===== src/rtl/board_render_pkg.sv =====
// rtl/board_render_pkg.sv - shared cell type, glyph codes and saturating subtract for board_renderer
package board_render_pkg;
    typedef struct packed {
        logic [3:0] pad;
        logic [3:0] r;
        logic [3:0] g;
        logic [3:0] b;
    } cell_t;

    typedef enum logic [1:0] {
        RG_BG    = 2'd0,
        RG_BOARD = 2'd1,
        RG_FONT  = 2'd2
    } region_e;

    localparam logic [6:0] CH_ZERO  = 7'h30;
    localparam logic [6:0] CH_COLON = 7'h3A;
    localparam logic [6:0] CH_PLUS  = 7'h2B;

    function automatic logic [7:0] sat_sub8(input logic [7:0] a, input logic [15:0] b);
        return ({8'd0, a} > b) ? 8'({8'd0, a} - b) : 8'd0;
    endfunction
endpackage


===== src/rtl/row_fetch_buf.sv =====
// rtl/row_fetch_buf.sv - hblank row fetch FSM feeding a shadow/active double row buffer
module row_fetch_buf #(
    parameter int BOARD_COLS = 10,
    parameter int BOARD_ROWS = 20,
    parameter int SQ         = 21
) (
    input  logic                     i_clk,
    input  logic                     i_reset,
    input  logic                     i_hs,
    input  logic [9:0]               i_draw_y,
    input  logic                     i_row_ack,
    input  logic [BOARD_COLS*16-1:0] i_row_data,
    output logic                     o_row_req,
    output logic [4:0]               o_row_idx,
    output logic [BOARD_COLS*16-1:0] o_active,
    output logic                     o_row_miss
);
    localparam logic [1:0]  ST_IDLE = 2'd0;
    localparam logic [1:0]  ST_REQ  = 2'd1;
    localparam logic [1:0]  ST_SWAP = 2'd2;
    localparam logic [10:0] L_SQ    = 11'(SQ);
    localparam logic [10:0] L_ROWS  = 11'(BOARD_ROWS);

    logic [1:0]                r_state;
    logic                      r_req;
    logic [4:0]                r_idx;
    logic [BOARD_COLS*16-1:0]  r_shadow;
    logic [BOARD_COLS*16-1:0]  r_active;
    logic                      r_shadow_valid;
    logic                      r_miss;

    logic [10:0] w_y1;
    logic [10:0] w_next;
    logic        w_boundary;
    logic [4:0]  w_next_row;
    logic        w_take;

    assign w_y1       = {1'b0, i_draw_y} + 11'd1;
    assign w_next     = w_y1 / L_SQ;
    assign w_boundary = (w_y1 % L_SQ) == 11'd0;
    assign w_next_row = (i_draw_y >= 10'd479 || w_next >= L_ROWS) ? 5'd0 : w_next[4:0];
    assign w_take     = r_req & i_row_ack;

    always_ff @(posedge i_clk or posedge i_reset) begin
        if (i_reset) begin
            r_state        <= ST_IDLE;
            r_req          <= 1'b0;
            r_idx          <= 5'd0;
            r_shadow       <= '0;
            r_active       <= '0;
            r_shadow_valid <= 1'b0;
            r_miss         <= 1'b0;
        end else begin
            // A request stays open across states; late data only ever lands in the shadow.
            if (w_take) begin
                r_shadow       <= i_row_data;
                r_shadow_valid <= 1'b1;
                r_req          <= 1'b0;
            end
            case (r_state)
                ST_IDLE: begin
                    if (i_hs && w_boundary) begin
                        r_req   <= 1'b1;
                        r_idx   <= w_next_row;
                        r_state <= ST_REQ;
                    end
                end
                ST_REQ: begin
                    if (w_take || !i_hs)
                        r_state <= ST_SWAP;
                end
                ST_SWAP: begin
                    if (!i_hs) begin
                        if (r_shadow_valid) begin
                            r_active       <= r_shadow;
                            r_shadow_valid <= 1'b0;
                        end else begin
                            r_miss <= 1'b1;
                        end
                        r_state <= ST_IDLE;
                    end
                end
                default: r_state <= ST_IDLE;
            endcase
        end
    end

    assign o_row_req  = r_req;
    assign o_row_idx  = r_idx;
    assign o_active   = r_active;
    assign o_row_miss = r_miss;
endmodule


===== src/rtl/board_renderer.sv =====
// rtl/board_renderer.sv - two-stage pixel colour pipeline: board tiles, score/timer text, clear popup
module board_renderer #(
    parameter int BOARD_COLS   = 10,
    parameter int BOARD_ROWS   = 20,
    parameter int SQ           = 21,
    parameter int LEFT_EDGE    = 213,
    parameter int NUM_DIGITS   = 4,
    parameter int POPUP_FRAMES = 60,
    parameter int SHADE_STEP   = 2
) (
    input  logic                     Clk,
    input  logic                     reset,
    input  logic                     frame_clk,
    input  logic                     hs,
    input  logic [9:0]               DrawX,
    input  logic [9:0]               DrawY,
    output logic                     row_req,
    output logic [4:0]               row_idx,
    input  logic                     row_ack,
    input  logic [BOARD_COLS*16-1:0] row_data,
    input  logic [NUM_DIGITS*4-1:0]  score_digits,
    input  logic [11:0]              timer_digits,
    input  logic                     popup_trig,
    input  logic [7:0]               popup_val,
    input  logic [4:0]               popup_row,
    output logic [10:0]              font_addr,
    input  logic [7:0]               font_data,
    output logic [7:0]               Red,
    output logic [7:0]               Green,
    output logic [7:0]               Blue,
    output logic                     row_miss
);
    import board_render_pkg::*;

    localparam int RE   = LEFT_EDGE + BOARD_COLS*SQ;
    localparam int COLW = (BOARD_COLS > 1) ? $clog2(BOARD_COLS) : 1;
    localparam int PCW  = $clog2(POPUP_FRAMES + 1);
    localparam logic [10:0]    L_SQ        = 11'(SQ);
    localparam logic [10:0]    L_LE        = 11'(LEFT_EDGE);
    localparam logic [10:0]    L_RE        = 11'(RE);
    localparam logic [10:0]    L_BOARD_H   = 11'(BOARD_ROWS*SQ);
    localparam logic [10:0]    L_SCORE_END = 11'(RE + 8*NUM_DIGITS);
    localparam logic [10:0]    L_TIMER_X0  = 11'(LEFT_EDGE - 32);
    localparam logic [10:0]    L_POP_END   = 11'(RE + 24);
    localparam logic [PCW-1:0] POP_LAST    = PCW'(POPUP_FRAMES - 1);

    logic [BOARD_COLS*16-1:0] w_active;

    row_fetch_buf #(.BOARD_COLS(BOARD_COLS), .BOARD_ROWS(BOARD_ROWS), .SQ(SQ)) u_fetch (
        .i_clk      (Clk),
        .i_reset    (reset),
        .i_hs       (hs),
        .i_draw_y   (DrawY),
        .i_row_ack  (row_ack),
        .i_row_data (row_data),
        .o_row_req  (row_req),
        .o_row_idx  (row_idx),
        .o_active   (w_active),
        .o_row_miss (row_miss)
    );

    logic           r_pop_active;
    logic [7:0]     r_pop_val;
    logic [4:0]     r_pop_row;
    logic [PCW-1:0] r_pop_cnt;
    logic           r_frame_d;

    always_ff @(posedge Clk or posedge reset) begin
        if (reset) begin
            r_pop_active <= 1'b0;
            r_pop_val    <= 8'd0;
            r_pop_row    <= 5'd0;
            r_pop_cnt    <= '0;
            r_frame_d    <= 1'b0;
        end else begin
            r_frame_d <= frame_clk;
            if (popup_trig) begin
                r_pop_active <= 1'b1;
                r_pop_val    <= popup_val;
                r_pop_row    <= popup_row;
                r_pop_cnt    <= '0;
            end else if (r_pop_active && frame_clk && !r_frame_d) begin
                if (r_pop_cnt == POP_LAST) begin
                    r_pop_active <= 1'b0;
                    r_pop_cnt    <= '0;
                end else begin
                    r_pop_cnt <= r_pop_cnt + 1'b1;
                end
            end
        end
    end

    logic [10:0]     w_x, w_y, w_bx, w_xoff, w_yoff, w_ytop, w_sx, w_pop_y0;
    logic [4:0]      w_tx;
    logic [3:0]      w_py;
    logic [COLW-1:0] w_col;
    logic            w_in_board, w_in_score, w_in_timer, w_in_pop, w_border, w_bg_black;

    assign w_x        = {1'b0, DrawX};
    assign w_y        = {1'b0, DrawY};
    assign w_bx       = w_x - L_LE;
    assign w_col      = COLW'(w_bx / L_SQ);
    assign w_xoff     = w_bx % L_SQ;
    assign w_yoff     = w_y % L_SQ;
    assign w_ytop     = w_y - w_yoff;
    assign w_sx       = w_x - L_RE;
    assign w_tx       = 5'(w_x - L_TIMER_X0);
    assign w_pop_y0   = {6'd0, r_pop_row} * L_SQ;
    assign w_py       = 4'(w_y - w_pop_y0);
    assign w_in_board = (w_x >= L_LE) && (w_x < L_RE) && (w_y < L_BOARD_H);
    assign w_in_score = (w_x >= L_RE) && (w_x < L_SCORE_END) && (w_y < 11'd16);
    assign w_in_timer = (w_x >= L_TIMER_X0) && (w_x < L_LE) && (w_y < 11'd16);
    assign w_in_pop   = r_pop_active && (w_x >= L_RE) && (w_x < L_POP_END) &&
                        (w_y >= w_pop_y0) && (w_y < w_pop_y0 + 11'd16);
    assign w_border   = (w_xoff == 11'd0) || (w_xoff == L_SQ - 11'd1) ||
                        (w_yoff == 11'd0) || (w_yoff == L_SQ - 11'd1);
    assign w_bg_black = ((w_x % L_SQ) == 11'd0) || (w_yoff == 11'd0);

    logic [6:0] w_char;
    logic [3:0] w_line;
    logic [3:0] w_sdig;
    logic [2:0] w_bitsel;
    logic       w_font_hit;

    // Text fields share one ROM port, so the higher-priority field picks the character.
    always_comb begin
        w_sdig = 4'd0;
        for (int i = 0; i < NUM_DIGITS; i++)
            if (w_sx[10:3] == 8'(i)) w_sdig = score_digits[(NUM_DIGITS-1-i)*4 +: 4];
        w_char     = CH_ZERO;
        w_line     = w_y[3:0];
        w_bitsel   = w_sx[2:0];
        w_font_hit = 1'b1;
        if (w_in_score) begin
            w_char = CH_ZERO + {3'd0, w_sdig};
        end else if (w_in_timer) begin
            w_bitsel = w_tx[2:0];
            case (w_tx[4:3])
                2'd0:    w_char = CH_ZERO + {3'd0, timer_digits[11:8]};
                2'd1:    w_char = CH_COLON;
                2'd2:    w_char = CH_ZERO + {3'd0, timer_digits[7:4]};
                default: w_char = CH_ZERO + {3'd0, timer_digits[3:0]};
            endcase
        end else if (w_in_pop) begin
            w_line = w_py;
            case (w_sx[4:3])
                2'd0:    w_char = CH_PLUS;
                2'd1:    w_char = CH_ZERO + {3'd0, r_pop_val[7:4]};
                default: w_char = CH_ZERO + {3'd0, r_pop_val[3:0]};
            endcase
        end else begin
            w_font_hit = 1'b0;
        end
    end

    assign font_addr = {w_char, w_line};

    region_e         r_s1_region;
    logic [COLW-1:0] r_s1_col;
    logic            r_s1_border;
    logic            r_s1_bg_black;
    logic [10:0]     r_s1_ytop;
    logic [2:0]      r_s1_bit;

    always_ff @(posedge Clk or posedge reset) begin
        if (reset) begin
            r_s1_region   <= RG_BG;
            r_s1_col      <= '0;
            r_s1_border   <= 1'b0;
            r_s1_bg_black <= 1'b0;
            r_s1_ytop     <= 11'd0;
            r_s1_bit      <= 3'd0;
        end else begin
            r_s1_region   <= w_in_board ? RG_BOARD : (w_font_hit ? RG_FONT : RG_BG);
            r_s1_col      <= w_col;
            r_s1_border   <= w_border;
            r_s1_bg_black <= w_bg_black;
            r_s1_ytop     <= w_ytop;
            r_s1_bit      <= w_bitsel;
        end
    end

    cell_t       w_cell;
    logic        w_empty;
    logic        w_font_pix;
    logic [15:0] w_shade;
    logic        w_unused_pad;

    always_comb begin
        w_cell = '0;
        for (int i = 0; i < BOARD_COLS; i++)
            if (r_s1_col == COLW'(i)) w_cell = w_active[i*16 +: 16];
    end

    assign w_empty      = (w_cell.r == 4'd0) && (w_cell.g == 4'd0);
    assign w_font_pix   = font_data[3'd7 - r_s1_bit];
    assign w_shade      = 16'(SHADE_STEP) * {5'd0, r_s1_ytop};
    assign w_unused_pad = ^w_cell.pad;

    always_ff @(posedge Clk or posedge reset) begin
        if (reset) begin
            Red   <= 8'd0;
            Green <= 8'd0;
            Blue  <= 8'd0;
        end else begin
            case (r_s1_region)
                RG_BOARD: begin
                    if (r_s1_border && !w_empty) begin
                        {Red, Green, Blue} <= 24'd0;
                    end else begin
                        Red   <= sat_sub8({w_cell.r, 4'd0}, w_shade);
                        Green <= sat_sub8({w_cell.g, 4'd0}, w_shade);
                        Blue  <= sat_sub8({w_cell.b, 4'd0}, w_shade);
                    end
                end
                RG_FONT: {Red, Green, Blue} <= {24{w_font_pix}};
                default: {Red, Green, Blue} <= r_s1_bg_black ? 24'd0 : 24'h060606;
            endcase
        end
    end
endmodule


===== config.mk =====
export PLATFORM = sky130hd
export DESIGN_NAME = board_renderer
export DESIGN_NICKNAME = d
export VERILOG_FILES = /design/src/rtl/board_render_pkg.sv /design/src/rtl/row_fetch_buf.sv /design/src/rtl/board_renderer.sv
export SDC_FILE = /design/constraint.sdc
export NUM_CORES = 1
export LEC_CHECK = 0
export CORE_ASPECT_RATIO = 0.5
export CORE_MARGIN = 3
export CORE_UTILIZATION = 29
export DETAILED_ROUTE_END_ITERATION = 7
export GPL_TIMING_DRIVEN = 0
export PLACE_DENSITY_LB_ADDON = 0.3
export SLEW_MARGIN = 20
export SYNTH_ARGS = -nofsm -noshare
export SYNTH_HDL_FRONTEND = slang
export SYNTH_SLANG_ARGS = --single-unit

===== constraint.sdc =====
create_clock -name Clk -period 8.95 [get_ports Clk]
set_clock_uncertainty 0.2 [all_clocks]
set_input_delay 0.895 -clock Clk [delete_from_list [all_inputs] [get_ports Clk]]
set_output_delay 0.895 -clock Clk [all_outputs]
set_load 0.01 [all_outputs]

==> impl_metrics.yaml, run 1 <==
run_status:
  status: "finished, final reports clean"
placed_design:
  gp_congestion: 0.924
  post-dp-hpwl_mm: 52.5
  io_buffers: 230
  dpl_cell_area_um2: 25100
yosys:
  synth_seq_cells: 315
  yosys.cell_types.count: 103
  syn_inst: 2246
  avgSynthCellArea_um2: 9.50
  synthFlopType: "dfrtp_1"
  synth_edf_count: 0
  ys_seq_area_share_pct: 37.0
  synth.net_count: 2569
  synthArstFlopShare_pct: 100
  syn_area_um2: 21300
  ys_warn_count: 0
routing:
  route.detailed.drc: 0
  ant_nets: 0
  via_count: 18600
  wirelength_mm: 67.6
  wl_per_cell_um: 19.2
  firstDrtPassIters: 5
  drtIter0Drc: 1377
  vias_per_cell: 5.28
critical_path:
  critPathArrivalTime_ps: 9010
  end_kind: "register"
  crit_start: "DrawX[0]"
  criticalPathCategory: "input port to register"
  critPathLaunchType: "input port"
  worstPathMaxFanout: 10
  cp_data_required_time_ps: 9220
  rr_startpoint: "r_s1_col[2]"
min_path:
  holdCritStartpoint: "u_fetch.o_row_miss"
  min_path_type: "register to register"
global_routing:
  grt_start_max_net_pins: 34
  grt_pass1_vias: 18000
  antenna_found_initial: 2
  grt_pass1_wl_mm: 104
  grt_remaining_overflow: 0
  grt.total_usage_pct: 16.9
clocking:
  clock_sinks: 315
  htree_levels: 2
  cts_buffers: 35
  cts_tree: "done"
  cts-root-buf: "clkbuf_16"
  insertion_delay_ps: 570
  ctsLongestPathBuffers: 3
  clk_pin_slew_ps: 60
floorplan:
  core_area_um2: 71900
  die_w_um: 390
  die_h_um: 198
  ios: 277
  die_area_um2: 77000
  initial_core_util_pct: 29.7
  core.rowCount: 69
timing:
  fmax_mhz: 114
  min_period_ps: 8750
  relSlewSlack_pct: 32.4
  tightest_slew_ps: 1010
  worst_hold_slack_ps: 268
  drv_slew: 0
  post-route-period-util_pct: 97.7
  hold_viol: 0
  setup_viol: 0
layout:
  area_growth_pct: 25.4
  num-nets-final: 2857
  fill_cells: 7226
  multi_input_area_um2: 13000
  register_area_um2: 7880
  drive_above_1_share_pct: 18.5
  final_cell_area_um2: 26700
power:
  total_power_mw: 7.25
  leakage_nw: 11.5
  peakVddDrop_mv: 0.125
  powerDensity_nw_per_um2: 271
flow_run:
  maxCapViolations: 0
worst paths after layout:
check / end / slack [ps] / cells after the start
setup / recovery: r_s1_border / 200 / 28
hold / removal: u_fetch.o_row_miss / 270 / 2
setup reg to reg: Blue[6] / 4150 / 20
hold reg to reg: u_fetch.o_row_miss / 270 / 2
max in group asynchronous: u_fetch.o_active[24] / 6870 / 6
min in group asynchronous: u_fetch.r_shadow[80] / 480 / 2
cell usage in the layout (no fill, tap or decap), types with 72 or more instances in the layout:
master	instances
dfrtp_1	315
mux2_2	271
clkdlybuf4s50_1	224
nand2_1	190
nor2_1	148
a21oi_1	131
o21ai_0	118
ha_1	84
clkbuf_1	82
nand3_1	73
inv_1	72
state kept, by name, summed over array words and instances, names as in the netlist, 3 cells and up:
signal	cells
u_fetch.o_active	120
r_s1_col	4
Red	7
r_pop_row	5
r_pop_cnt	6
Blue	8
r_pop_val	8
Green	7
r_s1_bit	3
u_fetch.r_shadow	120
u_fetch.o_row_idx	5
r_s1_ytop	11
cell type report:
class	instances	area share [%]
plain buffers	113	1.74
repair buffers	251	9.75
well taps	958	4.48
inverters	78	1.11
multi-input cells	1740	48.5
clock buffers	43	3.65
flip-flops and latches	315	29.5
clock inverters	20	1.27
diodes	1	0.00936
logic make-up after synthesis:
group                      Yosys count  share of synthesized area [%]
and+or+nand+nor                    660                           15.1
AOI/OAI and AO/OA                  594                           19.0
muxes                              306                           16.3
DFF                                315                           37.0
other                                2                         0.0352
buffers and inverters              191                           3.52
adders and majority gates           95                           5.60
xor gates and xnor gates            83                           3.41
worst max-delay path, stage by stage:
cell and delay (ps):
clkdlybuf4s50_1 660, clkbuf_2 310, buf_2 310, inv_1 130, ha_1 210, clkbuf_1 230, and2b_1 350, nor2_1 170
o32ai_1 490, a21oi_1 230, a221o_1 490, nor4_4 450, mux2i_4 430, mux2i_1 360, o32a_1 300, a2111oi_0 140
nor3_2 380, nand4bb_1 390, a21oi_4 320, xnor2_2 130, ha_1 300, nor2b_1 210, nand3_1 100, nor3b_1 230
a22oi_1 170, o22a_1 230, nand4bb_1 180, o22ai_1 230
cell usage after synthesis, drive strengths merged (27+ instances only):
| master | count | area, um^2 |
|---|---|---|
| a21oi | 137 | 689 |
| inv | 73 | 274 |
| nor2 | 150 | 563 |
| a31oi | 28 | 181 |
| o211ai | 27 | 208 |
| nand2 | 190 | 713 |
| nand3 | 74 | 375 |
| mux2 | 272 | 3070 |
| a21o | 33 | 248 |
| dfrtp | 315 | 7880 |
| nor3 | 59 | 310 |
| buf | 27 | 134 |
| clkbuf | 86 | 324 |
| xnor2 | 58 | 508 |
| o21ai | 129 | 653 |
| ha | 85 | 1060 |
| mux2i | 28 | 284 |
metrics by stage:
stage | setup TNS (ps) | setup WS, ps | utilization [%] | instances
after CTS | 0 | 68.6 | 36.9 | 3512
after detailed placement | -14700 | -1870 | 34.9 | 3447
after global placement | -13210 | -1770 | 34.5 | 3434
final | 0 | 204 | 37.2 | 3519
after global routing | -19.1 | -16.0 | 37.2 | 3519
after floorplan | 0 | 633 | - | 2246
routing by layer:
layer / wire length (um) / share of wire [%] / global-route usage [%]
met2: 32500 / 48 / 28.8
met1: 31300 / 46 / 23.0
met3: 2560 / 3.8 / 1.98
met4: 1320 / 2.0 / 3.89
met5: 0 / 0 / 0
what timing repair did:
item,4_1_cts,5_1_grt
hold endpoints to repair,0,0
setup buffers,2,6
gates resized for setup,24,42
pin swaps,2,5
endpoints found under the setup margin,10,15
hold buffers,0,0
power breakdown:
part           internal, mW  switching (mW)  leakage, nW
registers              1.94           0.294         4.15
logic                  1.53            1.84         6.67
clock network         0.996           0.653        0.641
total                  4.46            2.79         11.5
(Power assumes the default switching activity.)
==> run 2: changes to the inputs <==
--- a/config.mk
+++ b/config.mk
@@ -8,6 +8,7 @@
 export CORE_ASPECT_RATIO = 0.5
 export CORE_MARGIN = 3
 export CORE_UTILIZATION = 29
+export CTS_CLUSTER_SIZE = 28
 export DETAILED_ROUTE_END_ITERATION = 7
 export GPL_TIMING_DRIVEN = 0
 export PLACE_DENSITY_LB_ADDON = 0.3
==> results of run 2 <==
The final DEF is identical to that of run 1; final timing and power are the same.
